## src/rtl/bcd_time_of_day_pkg.sv

```systemverilog
// Shared definitions for the BCD wall clock: digit width, field limits
// and the binary/BCD conversion helpers used by the counters and the 12h view.
package bcd_time_of_day_pkg;

    localparam int DIGIT_W    = 4;
    localparam int BIN_W      = 7;
    localparam int SEC_MAX    = 59;
    localparam int MIN_MAX    = 59;
    localparam int HOUR_MAX   = 23;
    localparam int H12_OFFSET = 12;

    typedef logic [DIGIT_W-1:0] bcd_digit_t;

    typedef struct packed {
        bcd_digit_t tens;
        bcd_digit_t ones;
    } bcd_pair_t;

    function automatic bcd_pair_t bin_to_bcd(input logic [BIN_W-1:0] value);
        bcd_pair_t pair;
        pair.tens = 4'(value / 7'd10);
        pair.ones = 4'(value % 7'd10);
        return pair;
    endfunction

    function automatic logic [BIN_W-1:0] bcd_to_bin(input bcd_pair_t pair);
        return ({3'd0, pair.tens} * 7'd10) + {3'd0, pair.ones};
    endfunction

endpackage

```

## src/rtl/bcd_time_of_day_counter.sv

```systemverilog
// Two-digit BCD modulo counter (0..MAX) that can advance by 0, 1 or 2 per cycle;
// wrap reports that a carry-in arrived while the field sat at MAX.
module bcd_mod_counter
    import bcd_time_of_day_pkg::*;
#(
    parameter int MAX = 59
) (
    input  logic       clk,
    input  logic       rst,
    input  logic       clr,
    input  logic [1:0] inc_amt,
    input  logic       carry_en,
    output logic [3:0] tens,
    output logic [3:0] ones,
    output logic       wrap
);

    localparam logic [BIN_W-1:0] MAX_V = BIN_W'(MAX);
    localparam logic [BIN_W-1:0] MOD_V = BIN_W'(MAX + 1);

    bcd_pair_t        value_r;
    logic [BIN_W-1:0] cur_s;
    logic [BIN_W-1:0] sum_s;
    logic [BIN_W-1:0] nxt_s;

    // Binary add with a single modulo correction (inc_amt never exceeds 2)
    always_comb begin
        cur_s = bcd_to_bin(value_r);
        sum_s = cur_s + {5'd0, inc_amt};
        if (sum_s > MAX_V) begin
            nxt_s = sum_s - MOD_V;
        end else begin
            nxt_s = sum_s;
        end
    end

    // Field state register; clear beats any increment
    always_ff @(posedge clk or posedge rst) begin
        if (rst) begin
            value_r <= '0;
        end else if (clr) begin
            value_r <= '0;
        end else if (inc_amt != 2'd0) begin
            value_r <= bin_to_bcd(nxt_s);
        end else begin
            value_r <= value_r;
        end
    end

    assign wrap = carry_en & (cur_s == MAX_V);
    assign tens = value_r.tens;
    assign ones = value_r.ones;

endmodule

```

## src/rtl/bcd_time_of_day.sv

```systemverilog
// Wall-clock core: prescaler to a one-second tick, HH:MM:SS in BCD with
// same-edge carry ripple, set pulses, seconds clear and a 12h/24h hour view.
module bcd_time_of_day
    import bcd_time_of_day_pkg::*;
#(
    parameter int TICK_DIV = 100_000_000,
    parameter int DIV_W    = 27
) (
    input  logic       CLK100MHZ,
    input  logic       RESET,
    input  logic       run,
    input  logic       clear_sec,
    input  logic       inc_min,
    input  logic       inc_hour,
    input  logic       mode_12h,
    output logic       sec_tick,
    output logic [3:0] sec_tens,
    output logic [3:0] sec_ones,
    output logic [3:0] min_tens,
    output logic [3:0] min_ones,
    output logic [3:0] hour_tens,
    output logic [3:0] hour_ones,
    output logic       pm
);

    localparam logic [DIV_W-1:0] LAST_V = DIV_W'(TICK_DIV - 1);
    localparam logic [BIN_W-1:0] OFFS_V = BIN_W'(H12_OFFSET);

    logic [DIV_W-1:0] presc_r;
    logic             sec_tick_r;
    logic             tick_s;
    logic             min_carry_s;
    logic             hour_carry_s;
    logic [1:0]       sec_amt_s;
    logic [1:0]       min_amt_s;
    logic [1:0]       hour_amt_s;
    logic [3:0]       hour24_tens_s;
    logic [3:0]       hour24_ones_s;
    logic [BIN_W-1:0] hour_bin_s;
    logic [BIN_W-1:0] disp_bin_s;
    bcd_pair_t        disp_bcd_s;

    assign tick_s = run & (presc_r == LAST_V);

    // Prescaler; clear_sec restarts the second so the next tick is a full period away
    always_ff @(posedge CLK100MHZ or posedge RESET) begin
        if (RESET) begin
            presc_r <= '0;
        end else if (clear_sec) begin
            presc_r <= '0;
        end else if (tick_s) begin
            presc_r <= '0;
        end else if (run) begin
            presc_r <= presc_r + 1'b1;
        end else begin
            presc_r <= presc_r;
        end
    end

    // Tick pulse lands on the same edge as the time update
    always_ff @(posedge CLK100MHZ or posedge RESET) begin
        if (RESET) begin
            sec_tick_r <= 1'b0;
        end else begin
            sec_tick_r <= tick_s;
        end
    end

    assign sec_tick = sec_tick_r;

    // Set pulses add to the carry but never produce one themselves
    assign sec_amt_s  = {1'b0, tick_s & ~clear_sec};
    assign min_amt_s  = {1'b0, min_carry_s} + {1'b0, inc_min};
    assign hour_amt_s = {1'b0, hour_carry_s} + {1'b0, inc_hour};

    bcd_mod_counter #(.MAX(SEC_MAX)) u_sec (
        .clk      (CLK100MHZ),
        .rst      (RESET),
        .clr      (clear_sec),
        .inc_amt  (sec_amt_s),
        .carry_en (sec_amt_s[0]),
        .tens     (sec_tens),
        .ones     (sec_ones),
        .wrap     (min_carry_s)
    );

    bcd_mod_counter #(.MAX(MIN_MAX)) u_min (
        .clk      (CLK100MHZ),
        .rst      (RESET),
        .clr      (1'b0),
        .inc_amt  (min_amt_s),
        .carry_en (min_carry_s),
        .tens     (min_tens),
        .ones     (min_ones),
        .wrap     (hour_carry_s)
    );

    bcd_mod_counter #(.MAX(HOUR_MAX)) u_hour (
        .clk      (CLK100MHZ),
        .rst      (RESET),
        .clr      (1'b0),
        .inc_amt  (hour_amt_s),
        .carry_en (1'b0),
        .tens     (hour24_tens_s),
        .ones     (hour24_ones_s),
        .wrap     ()
    );

    assign hour_bin_s = bcd_to_bin({hour24_tens_s, hour24_ones_s});
    assign pm         = (hour_bin_s >= OFFS_V);

    // 12h view: midnight hour shows as 12, afternoon hours fold down by 12
    always_comb begin
        disp_bin_s = hour_bin_s;
        if (mode_12h) begin
            if (hour_bin_s == 7'd0) begin
                disp_bin_s = OFFS_V;
            end else if (hour_bin_s > OFFS_V) begin
                disp_bin_s = hour_bin_s - OFFS_V;
            end else begin
                disp_bin_s = hour_bin_s;
            end
        end else begin
            disp_bin_s = hour_bin_s;
        end
        disp_bcd_s = bin_to_bcd(disp_bin_s);
    end

    assign hour_tens = disp_bcd_s.tens;
    assign hour_ones = disp_bcd_s.ones;

endmodule

```

## config.mk

```make
export PLATFORM = sky130hd
export DESIGN_NAME = bcd_time_of_day
export DESIGN_NICKNAME = d
export VERILOG_FILES = /design/src/rtl/bcd_time_of_day_pkg.sv /design/src/rtl/bcd_time_of_day_counter.sv /design/src/rtl/bcd_time_of_day.sv
export SDC_FILE = /design/constraint.sdc
export NUM_CORES = 1
export LEC_CHECK = 0
export ABC_CLOCK_PERIOD_IN_PS = 13600
export CORE_MARGIN = 3
export CORE_UTILIZATION = 55
export DETAILED_ROUTE_END_ITERATION = 8
export PLACE_DENSITY = 0.77
export SETUP_SLACK_MARGIN = 0.02
export SYNTH_ARGS = -nofsm -noshare
export SYNTH_HDL_FRONTEND = slang
export SYNTH_HIERARCHICAL = 1
export SYNTH_SLANG_ARGS = --single-unit
```

## constraint.sdc

```tcl
create_clock -name CLK100MHZ -period 13.6 [get_ports CLK100MHZ]
set_input_delay 2.72 -clock CLK100MHZ [delete_from_list [all_inputs] [get_ports CLK100MHZ]]
set_output_delay 2.72 -clock CLK100MHZ [all_outputs]
set_load 0.01 [all_outputs]
```

Word level (Yosys, flattened, before mapping)

Index checks and enable logic that the tools add are counted.

Flip-flop bits (word level): 52
Logic and storage cells: 61

Add/sub/neg operators: 13
$mul: 3
Div/mod/pow operators: 8
Magnitude comparators: 5
Eq/ne operators: 3
Mux-type cells: 11
Bitwise logic cells: 5
Reductions and logical operators: 5

Operator list:

| kind                    | number |
|---|---|
| $mux W27                | 3 |
| $mux W7                 | 6 |
| $div A7 B4 Y7 const B   | 4 |
| $mod A7 B4 Y7 const B   | 4 |
| $add A27 B1 Y27 const B | 1 |
| $eq A27 B27 Y1 const B  | 1 |
| $add A7 B4 Y7           | 3 |
| $mul A4 B3 Y6 const B   | 3 |
| $mux W8                 | 2 |
| $add A7 B2 Y7           | 2 |
| $eq A7 B6 Y1 const B    | 2 |
| $gt A7 B6 Y1 const B    | 2 |
| $sub A7 B6 Y7 const B   | 2 |
| $add A7 B1 Y7           | 1 |
| $ge A7 B4 Y1 const B    | 1 |
| $gt A7 B4 Y1 const B    | 1 |
| $gt A7 B5 Y1 const B    | 1 |
| $logic_not A7 Y1        | 1 |
| $sub A7 B4 Y7 const B   | 1 |
| $sub A7 B5 Y7 const B   | 1 |
| $reduce_bool A2 Y1      | 3 |
| $add A1 B1 Y2           | 2 |
| $and A1 B1 Y1           | 4 |
| $reduce_bool A3 Y1      | 1 |
| $not A1 Y1              | 1 |

Logic depth before layout (Yosys ltp)

Depth in word-level cells: 10
Gate-level depth with buffers: 30
Mapped depth without buffers: 29

Cells and area by module

Netlist, hierarchy kept.

By module, submodules not included:

| module                      | instances | cells an instance | area an instance (µm²) |
|---|---|---|---|
| bcd_mod_counter (u_min ...) | 2         | 168               | 1,430.1 |
| bcd_time_of_day             | 1         | 291               | 2,432.3 |
| bcd_mod_counter (u_hour)    | 1         | 172               | 1,467.7 |

Worst setup path before layout

OpenSTA, ideal clock, no wires.

Path kind: in2reg
Start: input port run
End: register u_hour.value_r (netlist bit u_hour/ones[1])
Library setup time: 0.099 ns
Arrival: 9.286 ns
Data required time: 13.501 ns
Path slack: 4.215 ns
Cell stages on the path: 29
Path buffers: 1
Cell sequence: nand2_1 nor3_1 nand4_1 nor4_1 nand4_1 nor4b_1 nand4_1 nor4b_1 ha_1 ha_1 inv_1 fa_1 nor3b_2 xor3_2 inv_1 ha_1 clkdlybuf4s50_1 inv_1 a311o_2 or4_4 and2_1 o211a_1 nand3b_1 a21boi_1 ha_1 nand3_1 and4_1 or3_1 a311oi_1

Cells in the longest elaborated chain, start to end: 9
Elaborated cells between the ends (all ways): 11

Ends and longest elaborated chain:

| what                                          | line                                                         | text |
|---|---|---|
| from (decl)                                   | bcd_time_of_day.sv:11                                        | `input logic run,` |
| $and A1 B1 Y1 *                               | bcd_time_of_day.sv:43                                        | `assign tick_s = run & (presc_r == LAST_V);` |
| $and A1 B1 Y1 *                               | bcd_time_of_day.sv:72                                        | `assign sec_amt_s = {1'b0, tick_s & ~clear_sec};` |
| via sec_amt_s[0]                              | bcd_time_of_day.sv:34                                        | `logic [1:0] sec_amt_s;` |
| $and A1 B1 Y1 *                               | bcd_time_of_day_counter.sv:50                                | `assign wrap = carry_en & (cur_s == MAX_V);` |
| via min_carry_s                               | bcd_time_of_day.sv:32                                        | `logic min_carry_s;` |
| $and A1 B1 Y1 *                               | bcd_time_of_day_counter.sv:50                                |  |
| via hour_carry_s                              | bcd_time_of_day.sv:33                                        | `logic hour_carry_s;` |
| $add A1 B1 Y2 *                               | bcd_time_of_day.sv:74                                        | `assign hour_amt_s = {1'b0, hour_carry_s} + {1'b0, inc_hour};` |
| via hour_amt_s[0]                             | bcd_time_of_day.sv:36                                        | `logic [1:0] hour_amt_s;` |
| $add A7 B2 Y7                                 | bcd_time_of_day_counter.sv:29                                | `sum_s = cur_s + {5'd0, inc_amt};` |
| $sub A7 B5 Y7 or $gt A7 B5 Y1 (tied branches) | bcd_time_of_day_counter.sv:31, bcd_time_of_day_counter.sv:30 |  |
| $mux W7                                       | bcd_time_of_day_counter.sv:30                                | `if (sum_s > MAX_V) begin` |
| $mod A7 B4 Y7                                 | bcd_time_of_day_pkg.sv:22                                    | `pair.ones = 4'(value % 7'd10);` |
| to (signal assigned)                          | bcd_time_of_day_counter.sv:44                                | `value_r <= bin_to_bcd(nxt_s);` |
| to (signal assigned)                          | bcd_time_of_day_counter.sv:46                                | `value_r <= value_r;` |
| to (decl)                                     | bcd_time_of_day_counter.sv:21                                | `bcd_pair_t value_r;` |

The timed path passes the listed nets; every way through them passes the cells marked *.
A chain may end at the register's enable or synchronous reset.

Worst setup path in the final report

Start: input port clear_sec
End: register u_hour.value_r (netlist bit u_hour/ones[1])

Cells in the longest elaborated chain, start to end: 9
Elaborated cells between the ends (all ways): 11

Ends and longest elaborated chain:

| what                                          | line                                                         | text |
|---|---|---|
| from (decl)                                   | bcd_time_of_day.sv:12                                        | `input logic clear_sec,` |
| $not A1 Y1 *                                  | bcd_time_of_day.sv:72                                        |  |
| $and A1 B1 Y1 *                               | bcd_time_of_day.sv:72                                        |  |
| via sec_amt_s[0]                              | bcd_time_of_day.sv:34                                        |  |
| $and A1 B1 Y1 *                               | bcd_time_of_day_counter.sv:50                                |  |
| via min_carry_s                               | bcd_time_of_day.sv:32                                        |  |
| $and A1 B1 Y1 *                               | bcd_time_of_day_counter.sv:50                                |  |
| via hour_carry_s                              | bcd_time_of_day.sv:33                                        |  |
| $add A1 B1 Y2 *                               | bcd_time_of_day.sv:74                                        |  |
| via hour_amt_s[0]                             | bcd_time_of_day.sv:36                                        |  |
| $add A7 B2 Y7                                 | bcd_time_of_day_counter.sv:29                                |  |
| $sub A7 B5 Y7 or $gt A7 B5 Y1 (tied branches) | bcd_time_of_day_counter.sv:31, bcd_time_of_day_counter.sv:30 |  |
| $mux W7                                       | bcd_time_of_day_counter.sv:30                                |  |
| $mod A7 B4 Y7                                 | bcd_time_of_day_pkg.sv:22                                    |  |

Marked as above.

==> impl_metrics.toml <==
[outcome]
status = "finished, final reports clean"

[global_route]
grt_pass1_wl_um = 27360
grt_max_degree = 29
first_global_vias = 5796
antenna_found_initial = 0
grt.overflow.total = 0
grt_use_total_pct = 23.90

[timing]
finalClockSkew_ps = 4.897
finalSetupViolations = 0
timing.final.crit_share_pct = 75.76
layout_setup_ws_ps = 3297
final_hold_viol_count = 0
setup_tns_ps = 0
min_period_ps = 10300
slew_headroom_pct = 28.88
rsz0062_at_grt = "no"
tightest_slew_ps = 1066
fmax_mhz = 97.06
report.final.slew_viol_count = 0
holdWs_ps = 520.3

[synth]
netlist_instances = 795
synth_warnings = 6
syn_area_per_cell_um2 = 8.475
syn-cell-area_mm2 = 0.006738

[final_layout]
antenna_cells = 0
fill_cells = 987
multi_input_area_mm2 = 0.005141
regArea_mm2 = 0.001301
drive_above_1_share_pct = 10.07
nets = 879
stdcell_count = 957
utilization_pct = 61.96
syn2layout_area_growth_pct = 7.688

[setup_path]
crit_path_top_delay_cell = "clkdlybuf4s50_1"
critPathMaxStageDelay_ps = 690
critPathKind = "in -> reg"
cp_max_fo = 17
cpMostUsedCell = "ha_1"
reg2reg_from = "u_sec/tens[0]$_DFFE_PP0P_"
path_delay_family = "simple AND/OR/NAND/NOR gates"
critical_path.startpoint_type = "primary input"
cp-end-kind = "flop"
crit_arrival_ps = 10500
crit_start = "clear_sec"
critPathRequiredTime_ps = 13790
path_buf_inv = 3

[floorplan]
initial_core_util_pct = 57.53
core_area_mm2 = 0.01171
dieArea_mm2 = 0.01361
die_x_um = 116.7
ioPinCount = 33
die_height_um = 116.7
fp-row-count = 39

[routing]
dr.first_iter.drc_count = 605
wirelength_um = 16190
wl_per_cell_um = 16.91
drc = 0
postRouteAntennaNets = 0
first_pass_iters = 5
via_count = 6210
viasPerCell = 6.489

[pwr]
p_per_area_mw_per_mm2 = 235.3
p_leak_nw = 3.065
vdd_drop_max_mv = 0.1086

[cts]
ctsResizeCount = 0
cts.sinks = 52
cts_hold_buf = 0
cts-root-buf = "clkbuf_16"
clockBufferDepth = 2
htree_num_levels = 2
cts_tree = "yes"
path_clk_slew_ps = 70
postCtsSetupBuffers = 0
clk_latency_ps = 290
cts_buffers = 5

[placement]
portBuffers = 32
place_hpwl_um = 12390
dp_cells = 949
place_ws_ps = 3115
globalplace.congestion = 0.8894

[hold_path]
hold_path_class = "reg -> reg"
hp-start = "presc_r[24]$_DFFE_PP0P_"

[job]
drv_cap = 0
## cell type report
cell class,instances,area share (%)
clock buffers,7,2.104
well taps,143,2.466
flip-flops and latches,52,17.93
clock inverters,1,0.4139
repair buffers,33,4.518
multi-input cells,688,70.86
inverters,33,1.707
## final timing paths
path / end / slack [ps] / depth (start not counted)
hold reg to reg: presc_r[24]$_DFFE_PP0P_ / 520 / 1
hold / removal: presc_r[24]$_DFFE_PP0P_ / 520 / 1
setup / recovery: u_hour/ones[1]$_DFFE_PP0P_ / 3300 / 26
setup reg to reg: u_hour/ones[1]$_DFFE_PP0P_ / 5360 / 28
max in group asynchronous: presc_r[13]$_DFFE_PP0P_ / 9770 / 2
min in group asynchronous: u_sec/ones[0]$_DFFE_PP0P_ / 2850 / 2
## state kept, by name, indices dropped and copies added, names as in the netlist
name / cells
presc_r: 27
u_hour/ones: 4
u_sec/tens: 4
sec_tick: 1
u_min/tens: 4
u_sec/ones: 4
u_hour/tens: 4
u_min/ones: 4
## per-stage QoR
step / cell area [um2] / total power [mW]
after floorplan: 6764 / 1.230
after global routing: 7256 / 1.858
after CTS: 7256 / 1.694
after global placement: 7073 / 1.484
final: 7256 / 1.707
after detailed placement: 7073 / 1.532
## metal layers
metal,GRT usage [%],part of all wire [%]
met5,0,0
met4,5.734,1.6
met3,1.865,3.4
met2,41.98,50
met1,32.00,45
## cell usage in the layout, fill, tap and decap left out, types with 7 or more instances in the layout
| master | count |
|---|---|
| nor2b_1 | 7 |
| dfrtp_1 | 52 |
| nand4_1 | 7 |
| o21ai_0 | 37 |
| nand2_1 | 80 |
| o211ai_1 | 11 |
| ha_1 | 48 |
| or3_1 | 9 |
| a21oi_1 | 30 |
| clkdlybuf4s50_1 | 32 |
| xnor2_1 | 22 |
| nand2b_1 | 15 |
| nor3_1 | 22 |
| and2_1 | 7 |
| and3_1 | 11 |
| nand3_1 | 48 |
| conb_1 | 8 |
| inv_1 | 32 |
| a21o_1 | 11 |
| nor2_1 | 71 |
| a31oi_1 | 9 |
| fa_1 | 11 |
| a211oi_1 | 12 |
| mux2i_1 | 7 |
| xor2_1 | 25 |
## where the power goes
group	internal (mW)	total (mW)	switching (mW)
Combinational	0.585	1.36	0.775
Clock	0.0970	0.152	0.0555
Sequential	0.170	0.195	0.0253
## worst register-to-register path, delay by kind of cell (launching register included)
kind | cells | cell delay (ps)
simple gates | 10 | 2810
mux | 1 | 390
fa+ha+maj | 7 | 2100
compound gates | 7 | 1790
xor+xnor | 1 | 370
flops | 1 | 450
buf+inv | 2 | 230
Power figures use the tool's default switching activity.
